### src/rtl/cam_config_sequencer.sv
// Power-up camera register loader: walks a {reg,val} ROM table and issues
// one SCCB write per entry, with delay markers, end marker and NACK retries.
module cam_config_sequencer #(
   parameter int ROM_AW       = 8,
   parameter int DELAY_CYCLES = 1_000_000,
   parameter int MAX_RETRIES  = 3
) (
   input  logic              clk_i,
   input  logic              reset_i,
   input  logic              start_i,
   output logic [ROM_AW-1:0] rom_addr_o,
   input  logic [15:0]       rom_data_i,
   output logic              cmd_valid_o,
   input  logic              cmd_ready_i,
   output logic [7:0]        cmd_reg_o,
   output logic [7:0]        cmd_val_o,
   input  logic              wr_done_i,
   input  logic              wr_nack_i,
   output logic              busy_o,
   output logic              done_o,
   output logic              error_o,
   output logic [ROM_AW-1:0] index_o
);

   localparam int RW = (MAX_RETRIES > 0) ? $clog2(MAX_RETRIES + 1) : 1;
   localparam int DW = $clog2(DELAY_CYCLES + 1);
   localparam logic [RW-1:0] RETRY_MAX = RW'(MAX_RETRIES);
   localparam logic [DW-1:0] DLY_LOAD  = DW'(DELAY_CYCLES - 1);
   localparam logic [15:0]   END_MARK  = 16'hFFFF;
   localparam logic [15:0]   DLY_MARK  = 16'hFFF0;

   typedef enum logic [2:0] {
      S_IDLE, S_FETCH, S_DECODE, S_ISSUE,
      S_WAIT, S_DELAY, S_DONE, S_ERROR
   } state_t;

   state_t            state_q, state_d;
   logic [ROM_AW-1:0] index_q, index_d;
   logic [RW-1:0]     retry_q, retry_d;
   logic [DW-1:0]     dcnt_q, dcnt_d;
   logic [7:0]        reg_q, reg_d;
   logic [7:0]        val_q, val_d;
   logic              valid_q, valid_d;
   logic              busy_q, busy_d;
   logic              done_q, done_d;
   logic              error_q, error_d;
   logic              adv;

   always_ff @(posedge clk_i or posedge reset_i) begin
      if (reset_i) begin
         state_q <= S_IDLE;
         index_q <= '0;
         retry_q <= '0;
         dcnt_q  <= '0;
         reg_q   <= '0;
         val_q   <= '0;
         valid_q <= 1'b0;
         busy_q  <= 1'b0;
         done_q  <= 1'b0;
         error_q <= 1'b0;
      end else begin
         state_q <= state_d;
         index_q <= index_d;
         retry_q <= retry_d;
         dcnt_q  <= dcnt_d;
         reg_q   <= reg_d;
         val_q   <= val_d;
         valid_q <= valid_d;
         busy_q  <= busy_d;
         done_q  <= done_d;
         error_q <= error_d;
      end
   end

   always_comb begin
      state_d = state_q;
      index_d = index_q;
      retry_d = retry_q;
      dcnt_d  = dcnt_q;
      reg_d   = reg_q;
      val_d   = val_q;
      adv     = 1'b0;
      case (state_q)
         S_IDLE, S_DONE, S_ERROR: begin
            if (start_i) begin
               index_d = '0;
               state_d = S_FETCH;
            end
         end
         S_FETCH: state_d = S_DECODE;
         S_DECODE: begin
            if (rom_data_i == END_MARK) begin
               state_d = S_DONE;
            end else if (rom_data_i == DLY_MARK) begin
               dcnt_d  = DLY_LOAD;
               state_d = S_DELAY;
            end else begin
               reg_d   = rom_data_i[15:8];
               val_d   = rom_data_i[7:0];
               retry_d = '0;
               state_d = S_ISSUE;
            end
         end
         S_ISSUE: begin
            if (valid_q && cmd_ready_i) state_d = S_WAIT;
         end
         S_WAIT: begin
            if (wr_done_i) begin
               if (!wr_nack_i) begin
                  adv = 1'b1;
               end else if (retry_q < RETRY_MAX) begin
                  retry_d = retry_q + 1'b1;
                  state_d = S_ISSUE;
               end else begin
                  state_d = S_ERROR;
               end
            end
         end
         S_DELAY: begin
            if (dcnt_q == '0) adv = 1'b1;
            else dcnt_d = dcnt_q - 1'b1;
         end
         default: state_d = S_IDLE;
      endcase
      // The table never wraps: the last slot ends the pass like an END marker.
      if (adv) begin
         if (index_q == '1) begin
            state_d = S_DONE;
         end else begin
            index_d = index_q + 1'b1;
            state_d = S_FETCH;
         end
      end
   end

   // Outputs are registered copies of the next-state decode.
   always_comb begin
      valid_d = (state_d == S_ISSUE);
      done_d  = (state_d == S_DONE);
      error_d = (state_d == S_ERROR);
      busy_d  = !(state_d == S_IDLE || state_d == S_DONE ||
                  state_d == S_ERROR);
   end

   assign rom_addr_o  = index_q;
   assign index_o     = index_q;
   assign cmd_valid_o = valid_q;
   assign cmd_reg_o   = reg_q;
   assign cmd_val_o   = val_q;
   assign busy_o      = busy_q;
   assign done_o      = done_q;
   assign error_o     = error_q;

endmodule

### config.mk
export PLATFORM = sky130hd
export DESIGN_NAME = cam_config_sequencer
export DESIGN_NICKNAME = d
export VERILOG_FILES = /design/src/rtl/cam_config_sequencer.sv
export SDC_FILE = /design/constraint.sdc
export NUM_CORES = 1
export LEC_CHECK = 0
export BUFFER_PORTS_ARGS = -buffer_cell sky130_fd_sc_hd__buf_2
export CAP_MARGIN = 20
export CORE_MARGIN = 2
export CORE_UTILIZATION = 40
export DETAILED_ROUTE_END_ITERATION = 10
export GPL_ROUTABILITY_DRIVEN = 0
export SKIP_LAST_GASP = 1
export SLEW_MARGIN = 10
export SYNTH_ARGS = -nofsm -noshare
export SYNTH_HDL_FRONTEND = slang
export SYNTH_SLANG_ARGS = --single-unit
export TNS_END_PERCENT = 100
### constraint.sdc
create_clock -name clk_i -period 3 [get_ports clk_i]
set_input_delay 0.3 -clock clk_i [delete_from_list [all_inputs] [get_ports clk_i]]
set_output_delay 0.3 -clock clk_i [all_outputs]
set_load 0.02 [all_outputs]
# Yosys cells after proc, flatten, opt, wreduce, memory -nomap -nowiden
# Index checks and enable logic that the tools add are counted.
[classes]
add_sub_neg = 3
magnitude_cmp = 1
eq_ne = 20
mux = 28
bitwise_logic = 2
n_reduce_logical = 13
[op_table]
columns = ["cell", "n"]
rows = [
  ["$mux 20", 3],
  ["$pmux 20 s2", 1],
  ["$eq 16x16->1 const B", 2],
  ["$mux 8", 4],
  ["$mux 3", 9],
  ["$logic_not 20->1", 1],
  ["$sub 20x1->20 const B", 1],
  ["$eq 3x3->1 const B", 6],
  ["$pmux 3 s5", 1],
  ["$ne 2x2->1 const B", 7],
  ["$mux 2", 5],
  ["$eq 3x2->1 const B", 3],
  ["$add 8x1->8 const B", 1],
  ["$eq 8x8->1 const B", 1],
  ["$logic_not 3->1", 2],
  ["$reduce_and 6->1", 1],
  ["$pmux 2 s2", 1],
  ["$reduce_and 4->1", 1],
  ["$reduce_bool 2->1", 2],
  ["$eq 3x1->1 const B", 1],
  ["$mux 1", 3],
  ["$reduce_and 3->1", 1],
  ["$reduce_or 3->1", 1],
  ["$add 2x1->2 const B", 1],
  ["other kinds (6)", 8],
]
[word_totals]
regBits = 53
inputBits = 22
out_inout_bits = 36
elab_cells = 77

# Longest topological paths before layout
[logic_depth]
word_depth = 10
mapped_depth = 9
depth_no_buf = 8

# Least setup slack after synthesis
# No wires, ideal clock.
[synth_path]
kind = "register -> register"
startpoint = "register dcnt_q[4]"
endpoint = "register dcnt_q[2]"
setup_time_ps = 131
arrival_ps = 2052
required_ps = 2869
slack_ps = 817
path_stages_with_launch = 9
path_buffers = 2
synth_period_minus_slack_ps = 2183
cell_sequence = "dfrtp_1 -> or3_4 -> or4_4 -> buf_6 -> o21a_1 -> or2_1 -> buf_2 -> a21oi_1 -> a31oi_1"
[synth_via]
elab_chain_cells = 3
[synth_rtl]
columns = ["item", "line", "rtl"]
rows = [
  ["start: declaration", "40", "logic [DW-1:0] dcnt_q, dcnt_d;"],
  ["start signal: assignment", "65", "dcnt_q <= dcnt_d;"],
  ["$logic_not 20->1", "120", "if (dcnt_q == '0) adv = 1'b1;"],
  ["$ne 2x2->1 (no source line)", "-", ""],
  ["$reduce_and 4->1 (no source line)", "-", ""],
]
# Every way passes these cells.
# A chain may end at the register's enable or synchronous reset.

# Worst setup path after layout
[layout_path]
startpoint = "register dcnt_q[4]"
endpoint = "register dcnt_q[17]"
[layout_via]
elab_chain_cells = 3
elab_cells_between_ends = 6
classes_between = "add/sub (1); eq/ne (1); mux (2); reduce/logical (2)"
[layout_rtl]
columns = ["item", "line"]
rows = [
  ["$sub 20x1->20 / $logic_not 20->1 (equally long branches)", "121, 120"],
  ["$mux 20 / $ne 2x2->1 (equally long branches)", "-"],
  ["$pmux 20 s2 / $reduce_and 4->1 (equally long branches)", "-"],
]
# Parallel ways exist; a longest one is shown, timed or not. The select of a mux whose other input is x is not followed.

==> key figures <==
Clock network
  – PostCTS Resize Cnt: 0
  – Max Root-Sink Buffers: 2
  – Htree depth: 2
  – Setup bufs post-CTS: 0
  – Clk root buf: clkbuf_8
  – Clock Latency Late Sink: 310 ps
  – CTS tree: built
  – # hold bufs at CTS: 0
  – Clock sinks: 53
  – TritonCTS buffer count: 5
  – Reg clk slew, reported paths: 90 ps

Power and ir drop
  – Lkg Pwr: 1.38 nW
  – P per Cell Area: 767 nW/um2
  – VDD IR-drop max: 0.000408 V

Global routing
  – Initial antenna violation count: 0
  – Largest net degree at the start of global routing: 34
  – GRT Util Overall: 15.8%
  – Met1 usage: 22.5%
  – Global route hottest layer: met2
  – First-pass GRT wire length: 9670 um
  – M3 GR Usage: 4.29%
  – Vias in the first global route: 1,987
  – Met2 Usage GRT: 24.2%
  – Grt total ovfl: 0

Final layout
  – Most frequent cells in the layout: buf_2 (57), dfrtp_1 (53), nor2_1 (25)
  – Layout cells sized above 1: 33.2%
  – Finished layout cell area: 3280 um2
  – Commonest non-fill, non-tap cell in the layout: buf_2
  – Reg area: 1330 um2
  – Multi-input logic area: 1410 um2
  – Nets: 350
  – N_diodes: 0
  – Layout filler cell count: 668
  – Area growth, synth to finish: 14.7%

Yosys
  – XOR/XNOR share of the synthesized area: 4.90%
  – Post-synth EDFFs: 0
  – Cells after synthesis: 272
  – Net Count, Synth: 298
  – Yosys cell types: 60
  – Mux contribution to synthesized area: 8.17%
  – Post-synthesis register bit count: 53
  – Mean post-synth cell area: 10.5 um2
  – Most area-consuming cells after synthesis: dfrtp_1 (46%), mux2_2 (6.7%), xnor2_1 (4.0%), nor2_1 (3.3%), nand2_1 (3.1%)
  – Post-Synth Adder-Cell Area: 1.75%
  – Yosys top cell by area: dfrtp_1
  – Async set-reset flop share out of synthesis: 100%
  – Synthesized-area fraction occupied by and/or/nand/nor cells: 20.9%
  – Ys flop type: dfrtp_1
  – Largest family of logic cells by synthesized area: simple AND/OR/NAND/NOR gates
  – Compound-gate portion of the synthesized area: 13.6%
  – Post-Syn Area: 2860 um2
  – YS warnings: 0
  – Synth top area share: 46.3%
  – Post-synthesis sequential area ratio: 46.3%

Critical path
  – Crit start category: flop
  – Worst Setup Path Type: reg2reg
  – CP arrival: 2560 ps
  – CP Capture Type: flop
  – Critical Path RT: 3200 ps
  – Max FO, Critical Path: 5
  – R2R depth: 6

Timing
  – Period utilization: 78.5%
  – Slew Limit Fails: 0
  – Final hold violation count: 0
  – RSZ-0062 raised after global routing: no
  – Tmin final: 2360 ps
  – Final setup violation count: 0
  – Setup Skew: 3.26 ps
  – Worst hold margin: 91.5 ps
  – Least-Margin Pin Slew: 741 ps
  – Setup TNS Final: 0 ps
  – Max-slew headroom: 50.4%
  – Max Fclk: 425 MHz

Drt
  – DR vias: 2,109
  – Initial DRC Count: 80
  – Post-Route WL: 5860 um
  – TritonRoute pass-1 iters: 4
  – Detail Route Antenna Nets: 0
  – DRC errors left: 0
  – Vias per inst: 5.01
  – Wire per inst: 13.9 um

Floorplan
  – Die area: 7850 um2
  – Cell Rows: 30
  – Initial core utilization: 41.7%
  – Core ar.: 6870 um2
  – Die Y: 88.6 um
  – Die X: 88.6 um
  – Ports: 58

Placed design
  – PortBufs: 57
  – Dpl cell area: 3200 um2
  – DPL Wire Length: 4380 um

Flow run
  – Max Cap Viol: 0

Hold path
  – Tightest Hold Check Type: in2async

Run status
  – Status: complete, no violations
## cell usage after synthesis, types with 5 or more instances
library cell,number
xnor2_1,13
mux2_2,17
a21oi_1,11
dfrtp_1,53
nor3_1,9
nor2_1,25
nand3_1,9
inv_1,6
buf_4,8
nand2_1,24
a21o_1,5
nand4_1,7
o21ai_0,5
## registers in the layout, indices dropped and copies added, names as in the netlist
signal and count:
busy_o 1, cmd_reg_o 8, cmd_val_o 8, cmd_valid_o 1
dcnt_q 20, done_o 1, error_o 1, index_o 8
retry_q 2, state_q 3
## worst paths after layout
check                      slack (ps)                        to                     start
min in group clk_i                230  cmd_val_o[4]$_DFFE_PP0P_             rom_data_i[4]
max in group asynchronous        2170    dcnt_q[17]$_DFFE_PP0P_                   reset_i
setup reg to reg                  640    dcnt_q[17]$_DFFE_PP0P_     dcnt_q[4]$_DFFE_PP0P_
hold reg to reg                   510  cmd_val_o[4]$_DFFE_PP0P_  cmd_val_o[4]$_DFFE_PP0P_
hold / removal                     90    dcnt_q[15]$_DFFE_PP0P_                   reset_i
setup / recovery                  640    dcnt_q[17]$_DFFE_PP0P_     dcnt_q[4]$_DFFE_PP0P_
## where the power goes
part	internal [mW]	leakage [nW]	switching [mW]
Sequential	0.922	0.604	0.186
Combinational	0.436	0.734	0.575
Clock	0.162	0.0439	0.238
Total	1.52	1.38	0.998
## worst max-delay path, stage by stage (launching register included)
cell	delay, ps
dfrtp_1	430
or3_4	410
nor4b_2	450
nand3b_1	290
a2111oi_2	430
xnor2_1	160
nand2_1	70
## routing by layer
layer	vias up	wire length, um
li1	1083	-
met5	-	0
met3	6	181
met1	990	2770
met2	30	2840
met4	0	63
## final cells by class
cell class	count	share of cell area (%)
clock buffer	5	2.10
clock inverter	3	0.534
inverter	6	0.686
multi-input combinational	197	43.0
sequential	53	40.4
tap	96	3.66
timing repair buffer	61	9.60
## cells by family after synthesis
group / Yosys count
adders and majority gates: 4
AOI/OAI and AO/OA: 49
xor gates and xnor gates: 16
and+or+nand+nor: 108
DFF: 53
muxes: 20
buffers and inverters: 22
## per-stage QoR
step           total power, mW  util (%)  worst slack (ps)  std cells
5_1_grt                   2.72      47.8               423        421
2_1_floorplan             1.86         -               817        272
4_1_cts                   2.56      47.8               619        421
3_3_place_gp              2.14      46.5               648        413
6_report                  2.52      47.8               644        421
3_5_place_dp              2.15      46.5               636        413
Power figures use the tool's default switching activity.
